===== config.mk =====
export PLATFORM = sky130hd
export DESIGN_NAME = sfa_cmd_issuer
export DESIGN_NICKNAME = d
export VERILOG_FILES = /design/src/rtl/sfa_cmd_issuer.sv
export SDC_FILE = /design/constraint.sdc
export NUM_CORES = 1
export LEC_CHECK = 0
export CORE_ASPECT_RATIO = 1.1
export CORE_MARGIN = 1
export CORE_UTILIZATION = 41
export CTS_CLUSTER_SIZE = 24
export DETAILED_ROUTE_END_ITERATION = 10
export PLACE_DENSITY = 0.84
export SLEW_MARGIN = 5
export SYNTH_ARGS = -nofsm -noshare
export SYNTH_HDL_FRONTEND = slang
export SYNTH_SLANG_ARGS = --single-unit

===== constraint.sdc =====
create_clock -name ACLK -period 2.8 [get_ports ACLK]
set_input_delay 0.7 -clock ACLK [delete_from_list [all_inputs] [get_ports ACLK]]
set_output_delay 0.7 -clock ACLK [all_outputs]
set_load 0.02 [all_outputs]

===== src/rtl/sfa_cmd_issuer.sv =====
// sfa_cmd_issuer: host-side command initiator for one SFA tile control channel.
//   Takes one 32-bit command from the host stream, drives it onto the tile's sCMD port,
//   waits for the tile's single return word and forwards it (or a synthesized
//   {16'hDEAD, tag} word on timeout) to the host return stream. One command outstanding.
// Latency: host accept at N -> mCMD_tvalid at N+1; tile return at M -> mHostRet_tvalid at M+1.
// Backpressure: mCMD_tready / mHostRet_tready stall the FSM with data held stable; sRet_tready
//   is always 1, and returns arriving outside WAIT_RET are dropped and counted.
// Ports: ACLK/ARESET (sync, active-high); sHost_* host command in; mHostRet_* host return out;
//   mCMD_* command to tile; sRet_* return from tile; BUSY, CMD_COUNT, ERR_COUNT, STRAY_COUNT status.
// Build option: define SFA_CMD_TIMEOUT_EN to compile in the WAIT_RET timeout (TIMEOUT_CYCLES);
//   without it WAIT_RET waits forever and ERR_COUNT reads 0.
module sfa_cmd_issuer #(
    parameter int unsigned TIMEOUT_CYCLES = 1024
) (
    input  logic        ACLK,
    input  logic        ARESET,
    output logic        sHost_tready,
    input  logic        sHost_tvalid,
    input  logic [31:0] sHost_tdata,
    input  logic        mHostRet_tready,
    output logic        mHostRet_tvalid,
    output logic [31:0] mHostRet_tdata,
    input  logic        mCMD_tready,
    output logic        mCMD_tvalid,
    output logic [31:0] mCMD_tdata,
    output logic        sRet_tready,
    input  logic        sRet_tvalid,
    input  logic [31:0] sRet_tdata,
    output logic        BUSY,
    output logic [15:0] CMD_COUNT,
    output logic [7:0]  ERR_COUNT,
    output logic [7:0]  STRAY_COUNT
);

    // The timer is 16 bits, so the timeout must fit in it and allow at least one wait cycle.
    if (TIMEOUT_CYCLES < 2 || TIMEOUT_CYCLES > 65535) begin : g_bad_timeout
        $error("sfa_cmd_issuer: TIMEOUT_CYCLES out of range 2..65535");
    end

    typedef enum logic [1:0] {
        IDLE     = 2'd0,
        ISSUE    = 2'd1,
        WAIT_RET = 2'd2,
        SEND_RET = 2'd3
    } state_t;

    state_t      state;
    state_t      state_nxt;
    logic [31:0] cmd_q;
    logic [31:0] ret_q;
    logic [15:0] cmd_cnt;
    logic [7:0]  stray_cnt;
    logic        cmd_ld;
    logic        ret_ld;
    logic        issue_fire;
    logic        stray;
    logic        timeout;

`ifdef SFA_CMD_TIMEOUT_EN
    localparam logic [15:0] TIMER_LAST = 16'(TIMEOUT_CYCLES - 1);
    logic [15:0] timer;
    logic [7:0]  err_cnt;
`endif

    always_comb begin
        state_nxt  = state;
        cmd_ld     = 1'b0;
        ret_ld     = 1'b0;
        issue_fire = 1'b0;
        timeout    = 1'b0;
        case (state)
            IDLE: begin
                if (sHost_tvalid) begin
                    cmd_ld    = 1'b1;
                    state_nxt = ISSUE;
                end
            end
            ISSUE: begin
                if (mCMD_tready) begin
                    issue_fire = 1'b1;
                    state_nxt  = cmd_q[31] ? IDLE : WAIT_RET;
                end
            end
            WAIT_RET: begin
                // A return landing on the expiry cycle wins over the timeout.
                if (sRet_tvalid) begin
                    ret_ld    = 1'b1;
                    state_nxt = SEND_RET;
                end
`ifdef SFA_CMD_TIMEOUT_EN
                else if (timer == TIMER_LAST) begin
                    timeout   = 1'b1;
                    state_nxt = SEND_RET;
                end
`endif
            end
            SEND_RET: begin
                if (mHostRet_tready) begin
                    state_nxt = IDLE;
                end
            end
            default: state_nxt = IDLE;
        endcase
    end

    // Any return not expected is swallowed so a late tile answer never stalls the tile.
    assign stray = sRet_tvalid && (state != WAIT_RET);

    always_ff @(posedge ACLK) begin
        if (ARESET) begin
            state     <= IDLE;
            cmd_q     <= '0;
            ret_q     <= '0;
            cmd_cnt   <= '0;
            stray_cnt <= '0;
        end else begin
            state <= state_nxt;
            if (cmd_ld) begin
                cmd_q <= sHost_tdata;
            end
            if (ret_ld) begin
                ret_q <= sRet_tdata;
            end else if (timeout) begin
                ret_q <= {16'hDEAD, cmd_q[15:0]};
            end
            if (issue_fire) begin
                cmd_cnt <= cmd_cnt + 16'd1;
            end
            if (stray && stray_cnt != 8'hFF) begin
                stray_cnt <= stray_cnt + 8'd1;
            end
        end
    end

`ifdef SFA_CMD_TIMEOUT_EN
    always_ff @(posedge ACLK) begin
        if (ARESET) begin
            timer   <= '0;
            err_cnt <= '0;
        end else begin
            if (issue_fire) begin
                timer <= '0;
            end else if (state == WAIT_RET) begin
                timer <= timer + 16'd1;
            end
            if (timeout && err_cnt != 8'hFF) begin
                err_cnt <= err_cnt + 8'd1;
            end
        end
    end

    assign ERR_COUNT = err_cnt;
`else
    assign ERR_COUNT = 8'd0;
`endif

    // All outputs decode from registered state; no input-to-output paths.
    assign sHost_tready    = (state == IDLE);
    assign mCMD_tvalid     = (state == ISSUE);
    assign mCMD_tdata      = cmd_q;
    assign mHostRet_tvalid = (state == SEND_RET);
    assign mHostRet_tdata  = ret_q;
    assign sRet_tready     = 1'b1;
    assign BUSY            = (state != IDLE);
    assign CMD_COUNT       = cmd_cnt;
    assign STRAY_COUNT     = stray_cnt;

endmodule


==> results.md, run 1 <==
* Run status: completed
* Clk_lat worst skew at 0.35 ns
* Share of layout cells above drive strength 1 at 5.12%
* Post-CTS setup buffer count at 0
* Via count at 3442
* Commonest cells in the netlist: nand2_1 (133), dfxtp_1 (90), a21oi_1 (75), clkbuf_1 (21), nor2_1 (21)
* Per-cell routed wire length at 13.2 um
* Lkg Pwr at 1.92 nW
* Final setup vio count at 0
* RSZ-0062 raised after global routing: false
* Crit path DAT at 1.71 ns
* Top post-synthesis cells by area: dfxtp_1 (52%), nand2_1 (14%), a21oi_1 (11%), clkbuf_1 (2.3%), nor2_1 (2.3%)
* Post-synthesis simple-gate area fraction at 25.0%
* Residual overflow from global routing at 0
* Detail Route Antenna Nets at 0
* Core Region at 0.00808 mm^2
* Ys Warns at 0
* Max_cap viols at 0
* Post-DP HPWL at 6.67 mm
* Clock Sinks at 90
* Comb pwr share at 16.4%
* Worst path required time at 2.10 ns
* Synthesis-to-finish area growth at 52.1%
* Via-to-Cell Ratio at 4.96
* Critical path cell sequence: nor2_1 > inv_1 > clkdlybuf4s50_1
* Count leader, synth: nand2_1
* Largest net degree at the start of global routing at 43
* Worst flop-to-flop path endpoint: STRAY_COUNT[5]
* Post-CTS Resized at 0
* Largest family of logic cells by synthesized area: simple AND/OR/NAND/NOR gates
* Seq/Total Area, Yosys at 51.6%
* Adder-Cell Fraction of Synth Area at 0.716%
* Clk_skew at 0.0144 ns
* Hold EP: mCMD_tdata[9]
* Hold Crit Depth at 2
* CTS tree: built
* Critical path's largest stage delay at 0.59 ns
* Period Utilization, post-route at 86.0%
* Total track usage at 20.3%
* Post-Syn Area at 0.00349 mm^2
* Row count at 34
* Synth area leader: dfxtp_1
* Pwr Total at 0.00259 W
* CP delay by family, top: buffers and inverters
* CP bufs+invs at 2
* Die width at 90.0 um
* Fin crit period at 2.41 ns
* Worst hold start: mCMD_tdata[9]
* Area fraction in compound gates after synthesis at 13.0%
* Hold/Removal Path Class: flip-flop to flip-flop
* Slew HR at 49.4%
* Post-CTS Hold Buffers at 0
* Peak VDD IR at 409 uV
* Internal power at 0.00189 W
* Fmax at 0.415 GHz
* Critical path peak fanout at 9
* Antenna Cells at 0
* Worst Reg-to-Reg Cells at 4
* Crit-path slowest cell: clkdlybuf4s50_1
* Syn_area_per_cell at 8.09 um^2
* Distinct cells, synth at 37
* CTS H-Tree Depth at 3
* R2R setup slack at 0.95 ns
* Clock Pin Slew Worst Setup and Hold Paths at 0.09 ns
* Smallest setup slack after layout at 0.393 ns
* Top FF cell, synth: dfxtp_1
* Final wirelength at 9.20 mm
* Min Hold Slack at 0.457 ns
* Post-Synth XOR/XNOR Area at 2.51%
* Total CTS buffers at 9
* Post-Synthesis Cells at 432
* Seq cells post-synth at 90
* PwrDens at 486 mW/mm^2
* Drt pass-1 iters at 4
* Sw Ratio at 26.8%
* Seq pwr share at 52.5%
* Worst-margin pin slew at 0.756 ns
* I/O pin cnt at 171
* Top-area cell type share of the netlist area at 51.6%
* Crit end category: output pin
* Dpl ws at 0.361 ns
* Clk pwr share at 31.1%
* Root Buffer: clkbuf_8
* Gpl congestion at 0.806
* Final hold vios at 0
* I/O Buffers at 161
* Die height at 98.8 um
* Initial Utilization at 43.2%
* Switching power at 0.000694 W
* CTS max path bufs at 2
* EDFF count, synth at 0
* First-pass GRT wire length at 14.9 mm
* Reg-to-Reg Start: state[0]
* Crit start category: flip-flop
* Max Slew Vio Count at 0
* Vias in the first global route at 3234
* Initial DRC Count at 109
* Setup CP Type: flip-flop to output pin
* Final #Nets at 653
* Residual DRC at 0
* Die area at 0.00890 mm^2
* Post-synthesis mux area share at 1.54%
* Setup TNS at 0 ns
* Initial antenna violation count at 0
* Synth async-reset ratio at 0%
## per-layer routing
metal	share of wire, %	global-route usage (%)	vias up
li1	-	-	1703
met1	40	23.2	1600
met2	52	36.7	121
met3	5.9	4.78	18
met4	2.6	7.82	0
met5	0	0	-
## layout by cell type, fill, tap and decap left out, types with 7 or more instances in the layout
cell type,netlist,final
a21oi_1,75,75
clkbuf_8,0,10
xor2_1,7,7
nand2_1,133,133
conb_1,2,9
dfxtp_1,90,90
nor2_1,21,20
clkdlybuf4s50_1,0,160
nand3_1,8,8
## final cells by class
cell class | count | area (um^2)
Clock buffer | 11 | 141
Clock inverter | 5 | 38.8
Tap cell | 108 | 135
Timing Repair Buffer | 166 | 1640
Multi-Input combinational cell | 308 | 1530
Inverter | 6 | 22.5
Sequential cell | 90 | 1800
Fill cell | 693 | 2770
## metrics by stage
stage,utilization [%],std cells,cell area [um^2]
after detailed placement,63.5,678,5140
after floorplan,-,439,3520
after CTS,65.8,694,5320
final,65.8,694,5320
after global routing,65.8,694,5320
after global placement,63.5,678,5140
## registers in the layout, summed over array words and instances (netlist names), named ones only
signal,flops
mCMD_tdata,32
state,1
CMD_COUNT,16
STRAY_COUNT,8
mHostRet_tdata,32
## worst reg2reg max path: cells and delay by family (launching register included)
kind	cells	cell delay (ns)
and+or+nand+nor	2	0.76
DFF	1	0.55
AOI/OAI and AO/OA	2	0.48
## cell families (layout without fill, tap and decap cells)
group                    Yosys count  in the layout
XOR/XNOR                          10             10
other                              2              9
flip-flops                        90             90
multiplexers                       4              4
AO/OA/AOI/OAI                     87             87
AND/OR/NAND/NOR                  196            196
adder cells (fa/ha/maj)            2              2
buffers and inverters             41            188
## worst max path at each step
| stage | startpoint | to | slack (ns) | cells past startpoint |
|---|---|---|---|---|
| 6_report | state[0] | BUSY | 0.39 | 3 |
| 5_1_grt | state[0] | BUSY | 0.29 | 3 |
| 4_1_cts | state[0] | BUSY | 0.36 | 3 |
| 3_5_place_dp | mCMD_tready | CMD_COUNT[13] | 0.36 | 5 |
| 3_3_place_gp | mCMD_tready | CMD_COUNT[13] | 0.40 | 5 |
| 2_1_floorplan | mCMD_tready | CMD_COUNT[13] | 1.06 | 4 |
## power groups by stage
stage / sequential (W) / combinational [W] / clock [W]
finish: 0.00136 / 0.000423 / 0.000805
global route: 0.00137 / 0.000455 / 0.000885
CTS: 0.00136 / 0.000426 / 0.000824
detailed placement: 0.00139 / 0.000424 / 0
global placement: 0.00139 / 0.000416 / 0
floorplan: 0.00144 / 0.000153 / 0
No activity file was read; power rests on OpenSTA's default activity.
==> run 2, diff against run 1 <==
PLACE_DENSITY = 0.81   (was 0.84)
==> run 2 against run 1 <==
Sequential cell count did not move. Register-to-register slack about the same. Utilization is 0.062 points higher. Combinational power about the same. First-iteration DRC count grew 5.5%.
==> results.md, run 2 (synthesis results as in run 1) <==
* Run status: completed
* Vias in the first global route at 3342
* Post-CTS Hold Buffers at 0
* Die width at 90.0 um
* Utilization after layout at 65.8%
* CTS max path bufs at 2
* Worst path required time at 2.10 ns
* Antenna Cells at 0
* Most common cell after layout, fill and taps aside: clkdlybuf4s50_1
* Comb pwr share at 16.4%
* RSZ-0062 raised after global routing: false
* Clock Sinks at 90
* Post-DP HPWL at 6.41 mm
* Die area at 0.00890 mm^2
* Critical path peak fanout at 9
* Seq pwr share at 52.7%
* Setup CP Type: flip-flop to output pin
* Dpl ws at 0.369 ns
* Sw Ratio at 26.8%
* Max_cap viols at 0
* Final setup vio count at 0
* Fin crit period at 2.41 ns
* Gpl congestion at 0.768
* Final wirelength at 8.92 mm
* Clk pwr share at 30.9%
* Residual DRC at 0
* Worst-margin pin slew at 0.790 ns
* Initial DRC Count at 115
* Residual overflow from global routing at 0
* Drt pass-1 iters at 6
* Peak VDD IR at 297 uV
* Synthesis-to-finish area growth at 52.3%
* Fill cells at 706
* Hold/Removal Path Class: flip-flop to flip-flop
* Via count at 3372
* I/O Buffers at 161
* Cells after DPL at 677
* Smallest setup slack after layout at 0.392 ns
* Setup TNS at 0 ns
* Fmax at 0.415 GHz
* Switching power at 0.000690 W
* Crit start category: flip-flop
* Most frequent cells in the layout: clkdlybuf4s50_1 (160), nand2_1 (133), dfxtp_1 (90)
* Root Buffer: clkbuf_8
* Lkg Pwr at 1.92 nW
* CTS H-Tree Depth at 3
* Share of layout cells above drive strength 1 at 5.13%
* Clock Pin Slew Worst Setup and Hold Paths at 0.09 ns
* Row count at 34
* Largest net degree at the start of global routing at 63
* Via-to-Cell Ratio at 4.87
* Initial antenna violation count at 0
* Clk_skew at 0.00855 ns
* Max Slew Vio Count at 0
* PwrDens at 485 mW/mm^2
* Detail Route Antenna Nets at 0
* Total CTS buffers at 9
* Initial Utilization at 43.2%
* Total track usage at 20.3%
* Final #Nets at 652
* I/O pin cnt at 171
* CTS tree: built
* Crit path DAT at 1.71 ns
* Core Region at 0.00808 mm^2
* Final hold vios at 0
* First-pass GRT wire length at 15.0 mm
* Clk_lat worst skew at 0.35 ns
* Crit end category: output pin
* Per-cell routed wire length at 12.9 um
* Die height at 98.8 um
* Fin cells at 693
* Post-CTS setup buffer count at 0
* Internal power at 0.00189 W
* Period Utilization, post-route at 86.0%
* Post-CTS Resized at 0
* Slew HR at 47.1%
[run 2: cell count changes in the layout (fill, tap and decap cells not counted), sizes merged]
cell | before | now
clkbuf | 11 | 10
clkinvlp | 1 | 2
inv | 7 | 6
buf | 6 | 5
clkinv | 3 | 4
[run 2: power by group through the flow]
stage,registers (W),logic (W),clock network [W]
3_3_place_gp,0.00139,0.000418,0
6_report,0.00136,0.000422,0.000797
4_1_cts,0.00136,0.000427,0.000830
3_5_place_dp,0.00139,0.000425,0
5_1_grt,0.00137,0.000456,0.000882
2_1_floorplan,0.00144,0.000153,0
[run 2: path summary, 6_finish.rpt]
path               endpoint           start  depth (start not counted)  slack (ns)
max                    BUSY        state[0]                          3        0.39
min          mCMD_tdata[22]  mCMD_tdata[22]                          2        0.46
max reg2reg  STRAY_COUNT[7]        state[0]                          4        0.95
min reg2reg  mCMD_tdata[22]  mCMD_tdata[22]                          2        0.46
[run 2: per-layer routing]
layer  routed length (um)  up-vias  track usage [%]
met5                    0        -                0
met4                  155        0             7.57
met3                  677       15             5.48
met2                 4520      122             36.2
met1                 3560     1534             23.2
li1                     -     1701                -
[run 2: critical path, stage by stage, from the launching register on]
cell	delay (ns)
dfxtp_1	0.55
nor2_1	0.15
inv_1	0.08
clkdlybuf4s50_1	0.60
[run 2: through the flow]
| stage | area (um^2) | total power [W] | hold WS (ns) |
|---|---|---|---|
| 2_1_floorplan | 3520 | 0.00159 | 0.534 |
| 3_3_place_gp | 5140 | 0.00180 | 0.441 |
| 3_5_place_dp | 5140 | 0.00181 | 0.446 |
| 4_1_cts | 5320 | 0.00262 | 0.458 |
| 5_1_grt | 5320 | 0.00271 | 0.480 |
| 6_report | 5320 | 0.00258 | 0.457 |
[run 2: cell type report]
type	count	area, um^2	area share (%)
Clock buffer	10	138	2.59
Clock inverter	6	42.5	0.799
Inverter	6	22.5	0.423
Multi-Input combinational cell	308	1530	28.8
Sequential cell	90	1800	33.9
Tap cell	108	135	2.54
Timing Repair Buffer	165	1650	31.0
==> run 3, diff against run 2 <==
CORE_ASPECT_RATIO = 0.5   (was 1.1)
SLEW_MARGIN = 20   (was 5)
==> run 3 against run 2 <==
Routed wire length up 0.59%. Register-to-register slack worse by 0.02 ns. Clock power grew 36%. Setup slack better by 0.0033 ns. Non-clock buffer count rose by 1. Combinational power barely moved. Critical path type unchanged.
==> results.md, run 3 (synthesis results as in run 1) <==
* Run status: completed
* First-pass GRT wire length at 13.9 mm
* Final hold vios at 0
* Final #Nets at 653
* PwrDens at 531 mW/mm^2
* Via-to-Cell Ratio at 4.82
* Critical path cell sequence: nor2_1 > inv_1 > clkdlybuf4s50_1
* Sw Ratio at 25.5%
* Total CTS buffers at 9
* Setup TNS at 0 ns
* I/O Buffers at 161
* Internal power at 0.00213 W
* CTS max path bufs at 2
* Most frequent cells in the layout: clkdlybuf4s50_1 (160), nand2_1 (133), dfxtp_1 (90)
* Vias in the first global route at 2997
* Antenna Cells at 0
* Largest net degree at the start of global routing at 50
* Post-DP HPWL at 6.05 mm
* Period Utilization, post-route at 85.9%
* Gpl congestion at 0.750
* RSZ-0062 raised after global routing: false
* Crit end category: output pin
* Share of layout cells above drive strength 1 at 4.79%
* R2R setup slack at 0.93 ns
* Via count at 3358
* Worst-margin pin slew at 0.799 ns
* I/O pin cnt at 171
* CTS tree: built
* Fin cells at 697
* Post-CTS Resized at 0
* Switching power at 0.000729 W
* Clock Pin Slew Worst Setup and Hold Paths at 0.06 ns
* Core Region at 0.00814 mm^2
* Critical path's largest stage delay at 0.60 ns
* Die area at 0.00892 mm^2
* Critical path peak fanout at 9
* Seq pwr share at 47.5%
* Row count at 23
* Worst path required time at 2.10 ns
* Per-cell routed wire length at 12.9 um
* Synthesis-to-finish area growth at 54.4%
* Initial antenna violation count at 0
* Peak VDD IR at 373 uV
* Fmax at 0.416 GHz
* Total track usage at 19.7%
* Post-CTS Hold Buffers at 0
* Max_cap viols at 0
* Drt pass-1 iters at 4
* Die width at 133 um
* Fin crit period at 2.40 ns
* Max Slew Vio Count at 0
* Clk pwr share at 37.7%
* Most common cell after layout, fill and taps aside: clkdlybuf4s50_1
* Utilization after layout at 66.2%
* Final wirelength at 8.97 mm
* Post-CTS setup buffer count at 0
* Lkg Pwr at 1.96 nW
* Crit path DAT at 1.70 ns
* Clk_lat worst skew at 0.34 ns
* Slew HR at 46.5%
* Initial Utilization at 42.9%
* Cells after DPL at 682
* CTS H-Tree Depth at 3
* Setup CP Type: flip-flop to output pin
* Initial DRC Count at 154
* Root Buffer: clkbuf_16
* Comb pwr share at 14.8%
* Crit start category: flip-flop
* Clock Sinks at 90
* Residual overflow from global routing at 0
* Die height at 67.3 um
* Clk_skew at 0.00595 ns
* Final setup vio count at 0
* Detail Route Antenna Nets at 0
* Residual DRC at 0
* Hold/Removal Path Class: flip-flop to flip-flop
* Crit-path slowest cell: clkdlybuf4s50_1
run 3: cell count changes in the layout (fill, tap and decap cells not counted):
cell        delta
clkbuf_1       +2
clkinv_4       -2
clkbuf_8      -10
clkbuf_16      +9
clkinvlp_4     -2
buf_12         -1
buf_4          +2
clkinv_2       +2
run 3: critical path, delay by kind of cell (launching register included):
kind | cells | cell delay, ns
flops | 1 | 0.54
simple gates | 1 | 0.14
buf+inv | 2 | 0.68
run 3: area by class of cell:
type / count / area, um^2
fill: 691 / 2750
sequential: 90 / 1800
timing repair buffer: 166 / 1640
multi-input combinational: 308 / 1530
clock buffer: 11 / 233
tap: 112 / 140
inverter: 6 / 22.5
clock inverter: 4 / 20.0
run 3: power by group through the flow:
stage               logic [W]  registers [W]  clock network [W]
global route         0.000455        0.00137            0.00116
finish               0.000423        0.00136            0.00108
global placement     0.000420        0.00139                  0
CTS                  0.000427        0.00136            0.00111
detailed placement   0.000424        0.00139                  0
floorplan            0.000153        0.00144                  0
run 3: metrics by stage:
| stage | setup WS, ns | power, W | cell area, um^2 | hold slack [ns] |
|---|---|---|---|---|
| 2_1_floorplan | 1.06 | 0.00159 | 3520 | 0.534 |
| 3_3_place_gp | 0.389 | 0.00181 | 5140 | 0.440 |
| 3_5_place_dp | 0.353 | 0.00181 | 5140 | 0.446 |
| 4_1_cts | 0.369 | 0.00289 | 5390 | 0.454 |
| 5_1_grt | 0.294 | 0.00298 | 5390 | 0.470 |
| 6_report | 0.395 | 0.00286 | 5390 | 0.451 |
run 3: routing by layer:
layer  track usage (%)  part of all wire, %  up-vias
li1                  -                    -     1703
met3              6.83                  5.6       11
met4              7.76                  1.3        0
met5                 0                    0        -
met2              35.3                   49       87
met1              22.3                   44     1557
run 3: final timing paths:
path                startpoint                end  depth (start not counted)
max                   state[0]               BUSY                          3
min          mHostRet_tdata[3]  mHostRet_tdata[3]                          2
max reg2reg           state[0]     STRAY_COUNT[7]                          4
min reg2reg  mHostRet_tdata[3]  mHostRet_tdata[3]                          2
